## src/rtl/spi_flash_responder.sv

```systemverilog
// SPI flash-side responder for the read command: oversamples SCK/SS/MOSI on the
// system clock, decodes opcode and 24-bit address, streams 32-bit memory words on MISO.
module spi_flash_responder #(
    parameter int unsigned SYNC_STAGES = 2,
    parameter logic [7:0]  READ_CMD    = 8'h03
) (
    input  logic        clock,
    input  logic        reset_n,
    input  logic        spi_sck,
    input  logic        spi_ss,
    input  logic        spi_mosi,
    output logic        spi_miso,
    output logic        mem_req,
    output logic [23:0] mem_addr,
    input  logic        mem_ack,
    input  logic [31:0] mem_rdata,
    output logic        busy,
    output logic        err_late,
    output logic        err_cmd
);
    localparam int unsigned CNT_W  = 6;
    localparam int unsigned ADDR_W = 24;
    localparam int unsigned WORD_W = 32;

    typedef enum logic [2:0] {IDLE, CMD, ADDR, DATA, IGNORE} state_t;

    state_t              state;
    logic [SYNC_STAGES-1:0] sck_sync, ss_sync, mosi_sync;
    logic [CNT_W-1:0]    bit_cnt;
    logic [ADDR_W-2:0]   shift_in;
    logic [ADDR_W-1:0]   next_addr;
    logic [WORD_W-1:0]   word_buf;
    logic [WORD_W-1:0]   shift_out;
    logic                word_valid;
    logic                want_fetch;
    logic                stale;

    logic sck_rise, sck_fall, ss_high, mosi_bit;

    assign sck_rise = sck_sync[SYNC_STAGES-2] & ~sck_sync[SYNC_STAGES-1];
    assign sck_fall = ~sck_sync[SYNC_STAGES-2] & sck_sync[SYNC_STAGES-1];
    assign ss_high  = ss_sync[SYNC_STAGES-1];
    assign mosi_bit = mosi_sync[SYNC_STAGES-1];

    // Equal-depth synchronizers for the three SPI pins
    always_ff @(posedge clock or negedge reset_n) begin
        if (!reset_n) begin
            sck_sync  <= '0;
            ss_sync   <= '1;
            mosi_sync <= '0;
        end else begin
            sck_sync  <= {sck_sync[SYNC_STAGES-2:0], spi_sck};
            ss_sync   <= {ss_sync[SYNC_STAGES-2:0], spi_ss};
            mosi_sync <= {mosi_sync[SYNC_STAGES-2:0], spi_mosi};
        end
    end

    always_ff @(posedge clock or negedge reset_n) begin
        if (!reset_n) begin
            state      <= IDLE;
            bit_cnt    <= '0;
            shift_in   <= '0;
            next_addr  <= '0;
            word_buf   <= '0;
            shift_out  <= '1;
            word_valid <= 1'b0;
            want_fetch <= 1'b0;
            stale      <= 1'b0;
            spi_miso   <= 1'b1;
            mem_req    <= 1'b0;
            mem_addr   <= '0;
            busy       <= 1'b0;
            err_late   <= 1'b0;
            err_cmd    <= 1'b0;
        end else begin
            busy <= (state != IDLE) || mem_req;

            // Fetch port: one outstanding request, a full buffer blocks the next issue
            if (mem_req && mem_ack) begin
                mem_req <= 1'b0;
                stale   <= 1'b0;
                if (!stale && state == DATA && !ss_high) begin
                    word_buf   <= mem_rdata;
                    word_valid <= 1'b1;
                end
            end else if (!mem_req && want_fetch && !word_valid && !ss_high) begin
                mem_req    <= 1'b1;
                mem_addr   <= next_addr;
                want_fetch <= 1'b0;
            end

            if (ss_high) begin
                state      <= IDLE;
                bit_cnt    <= '0;
                spi_miso   <= 1'b1;
                word_valid <= 1'b0;
                want_fetch <= 1'b0;
                // A fetch still in flight belongs to a dead transaction
                if (mem_req && !mem_ack) begin
                    stale <= 1'b1;
                end
            end else begin
                case (state)
                    IDLE: begin
                        state   <= CMD;
                        bit_cnt <= '0;
                    end
                    CMD: begin
                        if (sck_rise) begin
                            shift_in <= {shift_in[ADDR_W-3:0], mosi_bit};
                            bit_cnt  <= bit_cnt + CNT_W'(1);
                            if (bit_cnt == CNT_W'(7)) begin
                                bit_cnt <= '0;
                                if ({shift_in[6:0], mosi_bit} == READ_CMD) begin
                                    state <= ADDR;
                                end else begin
                                    state   <= IGNORE;
                                    err_cmd <= 1'b1;
                                end
                            end
                        end
                    end
                    ADDR: begin
                        if (sck_rise) begin
                            shift_in <= {shift_in[ADDR_W-3:0], mosi_bit};
                            bit_cnt  <= bit_cnt + CNT_W'(1);
                            if (bit_cnt == CNT_W'(ADDR_W - 1)) begin
                                bit_cnt    <= '0;
                                next_addr  <= {shift_in[ADDR_W-2:1], 2'b00};
                                want_fetch <= 1'b1;
                                state      <= DATA;
                            end
                        end
                    end
                    DATA: begin
                        // bit_cnt counts rises within the current word; zero marks a word start
                        if (sck_fall) begin
                            if (bit_cnt == '0) begin
                                if (word_valid) begin
                                    spi_miso   <= word_buf[WORD_W-1];
                                    shift_out  <= {word_buf[WORD_W-2:0], 1'b1};
                                    word_valid <= 1'b0;
                                end else begin
                                    spi_miso  <= 1'b1;
                                    shift_out <= '1;
                                    err_late  <= 1'b1;
                                end
                            end else begin
                                spi_miso  <= shift_out[WORD_W-1];
                                shift_out <= {shift_out[WORD_W-2:0], 1'b1};
                            end
                        end
                        if (sck_rise) begin
                            if (bit_cnt == CNT_W'(WORD_W - 1)) begin
                                bit_cnt    <= '0;
                                next_addr  <= next_addr + ADDR_W'(4);
                                want_fetch <= 1'b1;
                            end else begin
                                bit_cnt <= bit_cnt + CNT_W'(1);
                            end
                        end
                    end
                    IGNORE: begin
                        spi_miso <= 1'b1;
                    end
                    default: begin
                        state <= IDLE;
                    end
                endcase
            end
        end
    end
endmodule

```

## config.mk

```make
export PLATFORM = sky130hd
export DESIGN_NAME = spi_flash_responder
export DESIGN_NICKNAME = d
export VERILOG_FILES = /design/src/rtl/spi_flash_responder.sv
export SDC_FILE = /design/constraint.sdc
export NUM_CORES = 1
export LEC_CHECK = 0
export ABC_CLOCK_PERIOD_IN_PS = 1900
export BUFFER_PORTS_ARGS = -buffer_cell sky130_fd_sc_hd__buf_2
export CAP_MARGIN = 5
export CELL_PAD_IN_SITES_DETAIL_PLACEMENT = 0
export CELL_PAD_IN_SITES_GLOBAL_PLACEMENT = 1
export CORE_MARGIN = 3
export CORE_UTILIZATION = 43
export CTS_CLUSTER_DIAMETER = 30
export DETAILED_ROUTE_END_ITERATION = 6
export MAX_ROUTING_LAYER = met4
export PLACE_DENSITY = 0.75
export SYNTH_ARGS = -nofsm -noshare
export SYNTH_HDL_FRONTEND = slang
export SYNTH_SLANG_ARGS = --single-unit
```

## constraint.sdc

```tcl
create_clock -name clock -period 1.9 [get_ports clock]
set_input_delay 0 -clock clock [delete_from_list [all_inputs] [get_ports clock]]
set_output_delay 0 -clock clock [all_outputs]
set_load 0.01 [all_outputs]
```

==> run metrics <==
final WL=16.1 mm; clk root buf=clkbuf_16; instance count on the critical path=8; post-synth top area share=0.422; I/O pin count=67; Peak VDD IR=0.665 mV; register share of total power=0.469; maximum operating frequency=541 MHz; Hold Crit Class=primary input to asynchronous set/reset pin; routability congestion estimate from global placement=0.847; DR vias/cell=5.33; 1st-iter DRT viols=316; layout cells sized above 1=0.365; final cycle utilization of the critical path=0.974; required time of the critical path=2.24 ns; Int Pwr=0.00559 W; synthesized area=0.00705 sq mm; crit path DAT=2.19 ns; CP Class=flop to flop; CTS Sinks=153; non-filler cells in the finished layout=984; number of global-route vias before repair=5335; DR WL/cell=16.4 um; leakage=4.09 nW; worst reg2reg path startpoint=bit_cnt[1]; die area=0.0180 sq mm; wire length on met1=7.27 mm; clock network power share=0.472; sw frac=0.222; count leader, synth=dfrtp_1; router iterations before antenna repair=4; yosys warns=0; register area share after synthesis=0.549; Die W=134 um; max-cap viol count=0; Via Count=5247; Die Height=134 um; largest net degree at the start of global routing=65; WL met3=563 um; Setup crit end kind=flop; Post-DRT Antenna Nets=0; ys flop type=dfrtp_1; worst setup path start=bit_cnt[1]; net switching power=0.00159 W; Sequential Area=0.00387 sq mm; Post-synth EDFFs=0; unrepaired setup endpoints after global routing=yes; FFs w/ async S/R, synth=1.00; Yosys reg bits=153; commonest cells in the synthesized netlist=dfrtp_1, o21ai_0, nand2_1, mux2_2, a21oi_1; clock buffer depth=2; antenna violations before repair=0; Reg2Reg Capture Point=next_addr[18]; IO buf count=64; Bufs and invs on worst path=2; Hold Slack=0.154 ns; startpoint types=flop; Clock Skews=0.00880 ns; Initial Util=0.442; Period minus WS final=1.85 ns; row count=46; slowest CP cell=dfrtp_1; Critical Path End=next_addr[18]; Mean Syn Cell Area=11.3 sq um; most frequent CP cell=a21oi_1; area delta synth->final=27.9%; top cells by area, synth=dfrtp_1, dfstp_2, mux2_2, o21ai_0, mux2_4; DRC violations left=0; Yosys cell types=57; Total Neg Setup Slack=0 ns; Design Power=0.00718 W; status=finished, final reports clean; placed insts=900; fill count=1324; CTS Buf Count=17; FF-to-FF path depth=8; Top Family by Delay on Critical Path=simple AND/OR/NAND/NOR gates; Largest stage delay, worst path=0.36 ns; worst-skew pair later-pin latency=0.42 ns; worst-path fanout max=16; GRT overflow=0; fin nets=796; Comb pwr share=0.058; setup slack at placement=-0.0300 ns; area of the multi-input gates=0.00298 sq mm; TritonCTS clock tree=done; top layer in use=met4; ANT cells=0; synthesized netlist cell count=625; Placeable Area=0.0159 sq mm; Slew HR=0.553; Final Max Slew Viols=0; first-pass GRT wire length=26.7 mm; Routed met2 length=8.01 mm; dpl hpwl=9.90 mm; final setup violation count=0; GRT Util Overall=0.189; final hold violations=0; largest area contributor in the netlist=dfrtp_1; Worst-Margin Slew=0.667 ns; crit path cell chain=ha_2 > and2_4 > nand4b_1 > nor4_4 > buf_6 > buf_12 > a21oi_1 > a21oi_1; r2r setup slk=0.05 ns; H-tree depth=4; PnR worst setup slack=0.0503 ns; PD cells=795 mW/mm^2; Worst-path clk slew=0.06 ns
## cell type report
cell class                      count  share of cell area
Clock buffer                       22              0.0537
Clock inverter                     10              0.0130
Inverter                            8             0.00333
Multi-Input combinational cell    418               0.330
Sequential cell                   153               0.429
Tap cell                          216              0.0300
Timing Repair Buffer              157               0.141
## worst min path at each step
stage,to,depth (start not counted)
4_1_cts,bit_cnt[5],2
3_3_place_gp,bit_cnt[5],1
2_1_floorplan,bit_cnt[0],0
6_report,word_buf[25],2
5_1_grt,word_buf[25],2
3_5_place_dp,bit_cnt[5],1
## worst reg2reg max path, cell delays in order, from the launching register on
cell and delay (ns):
dfrtp_1 0.36, ha_2 0.19, and2_4 0.15, nand4b_1 0.20, nor4_4 0.31, buf_6 0.20
buf_12 0.15, a21oi_1 0.07, a21oi_1 0.14
## kinds of logic (layout without fill, tap and decap cells)
| group | after synthesis | after routing | synth area share |
|---|---|---|---|
| other cells | 1 | 2 | 0.000532 |
| flops | 153 | 153 | 0.549 |
| xor+xnor | 2 | 2 | 0.00248 |
| simple gates | 171 | 171 | 0.138 |
| fa+ha+maj | 3 | 3 | 0.00532 |
| buf+inv | 55 | 197 | 0.0410 |
| compound gates | 160 | 160 | 0.126 |
| mux | 80 | 80 | 0.138 |
## metrics by stage
| stage | instance area (sq um) | utilization |
|---|---|---|
| after floorplan | 7060 | - |
| after global placement | 7830 | 0.491 |
| after detailed placement | 7830 | 0.491 |
| after CTS | 8820 | 0.554 |
| after global routing | 9020 | 0.566 |
| final | 9020 | 0.566 |
## power by group through the flow
stage,combinational (W),sequential (W),clock [W]
after floorplan,0.000191,0.00340,0
after global placement,0.000345,0.00342,0
after detailed placement,0.000357,0.00342,0
after CTS,0.000418,0.00337,0.00346
after global routing,0.000472,0.00338,0.00361
final,0.000419,0.00337,0.00339
## metal layers
metal,GRT usage,vias to the layer above
li1,-,2506
met1,0.238,2606
met2,0.303,105
met3,0.0458,30
met4,0.0628,0
met5,-,-
## placed cells by master, fill, tap and decap left out, types with 3 or more instances in the layout
cell and count:
mux2_1 9, o21ai_0 82, or3_1 6, nor2_1 12, dfstp_2 34, a31oi_1 3
nand3b_1 33, nand3_1 15, o31ai_1 3, buf_6 3, clkbuf_8 4, a21oi_2 5
and3_1 3, a21oi_1 39, nand4_1 7, nand2_1 64, dlygate4sd3_1 37, dfrtp_1 116
clkinvlp_4 4, buf_2 64, o22ai_1 11, inv_1 8, buf_12 9, nor3_1 4
mux2_4 20, clkbuf_16 19, mux2_2 49, a21o_1 3, and4_1 4, buf_4 42
dfrtp_2 3
## sequential cells by signal, summed over array words and instances, names as in the netlist, 3 cells and up
register	flops
word_buf	32
shift_out	31
shift_in	23
mem_addr	22
next_addr	22
bit_cnt	6
state	3
## repair_timing
action / CTS / global route
hold buffers: 37 / 0
setup endpoints to repair: 30 / 84
gates resized for setup: 5 / 14
endpoints found under the hold margin: 96 / 0
buffers inserted: 1 / 10
pin swaps: 1 / 9
gates cloned: 1 / 3
Note: power is estimated with default switching activity, not from simulation.
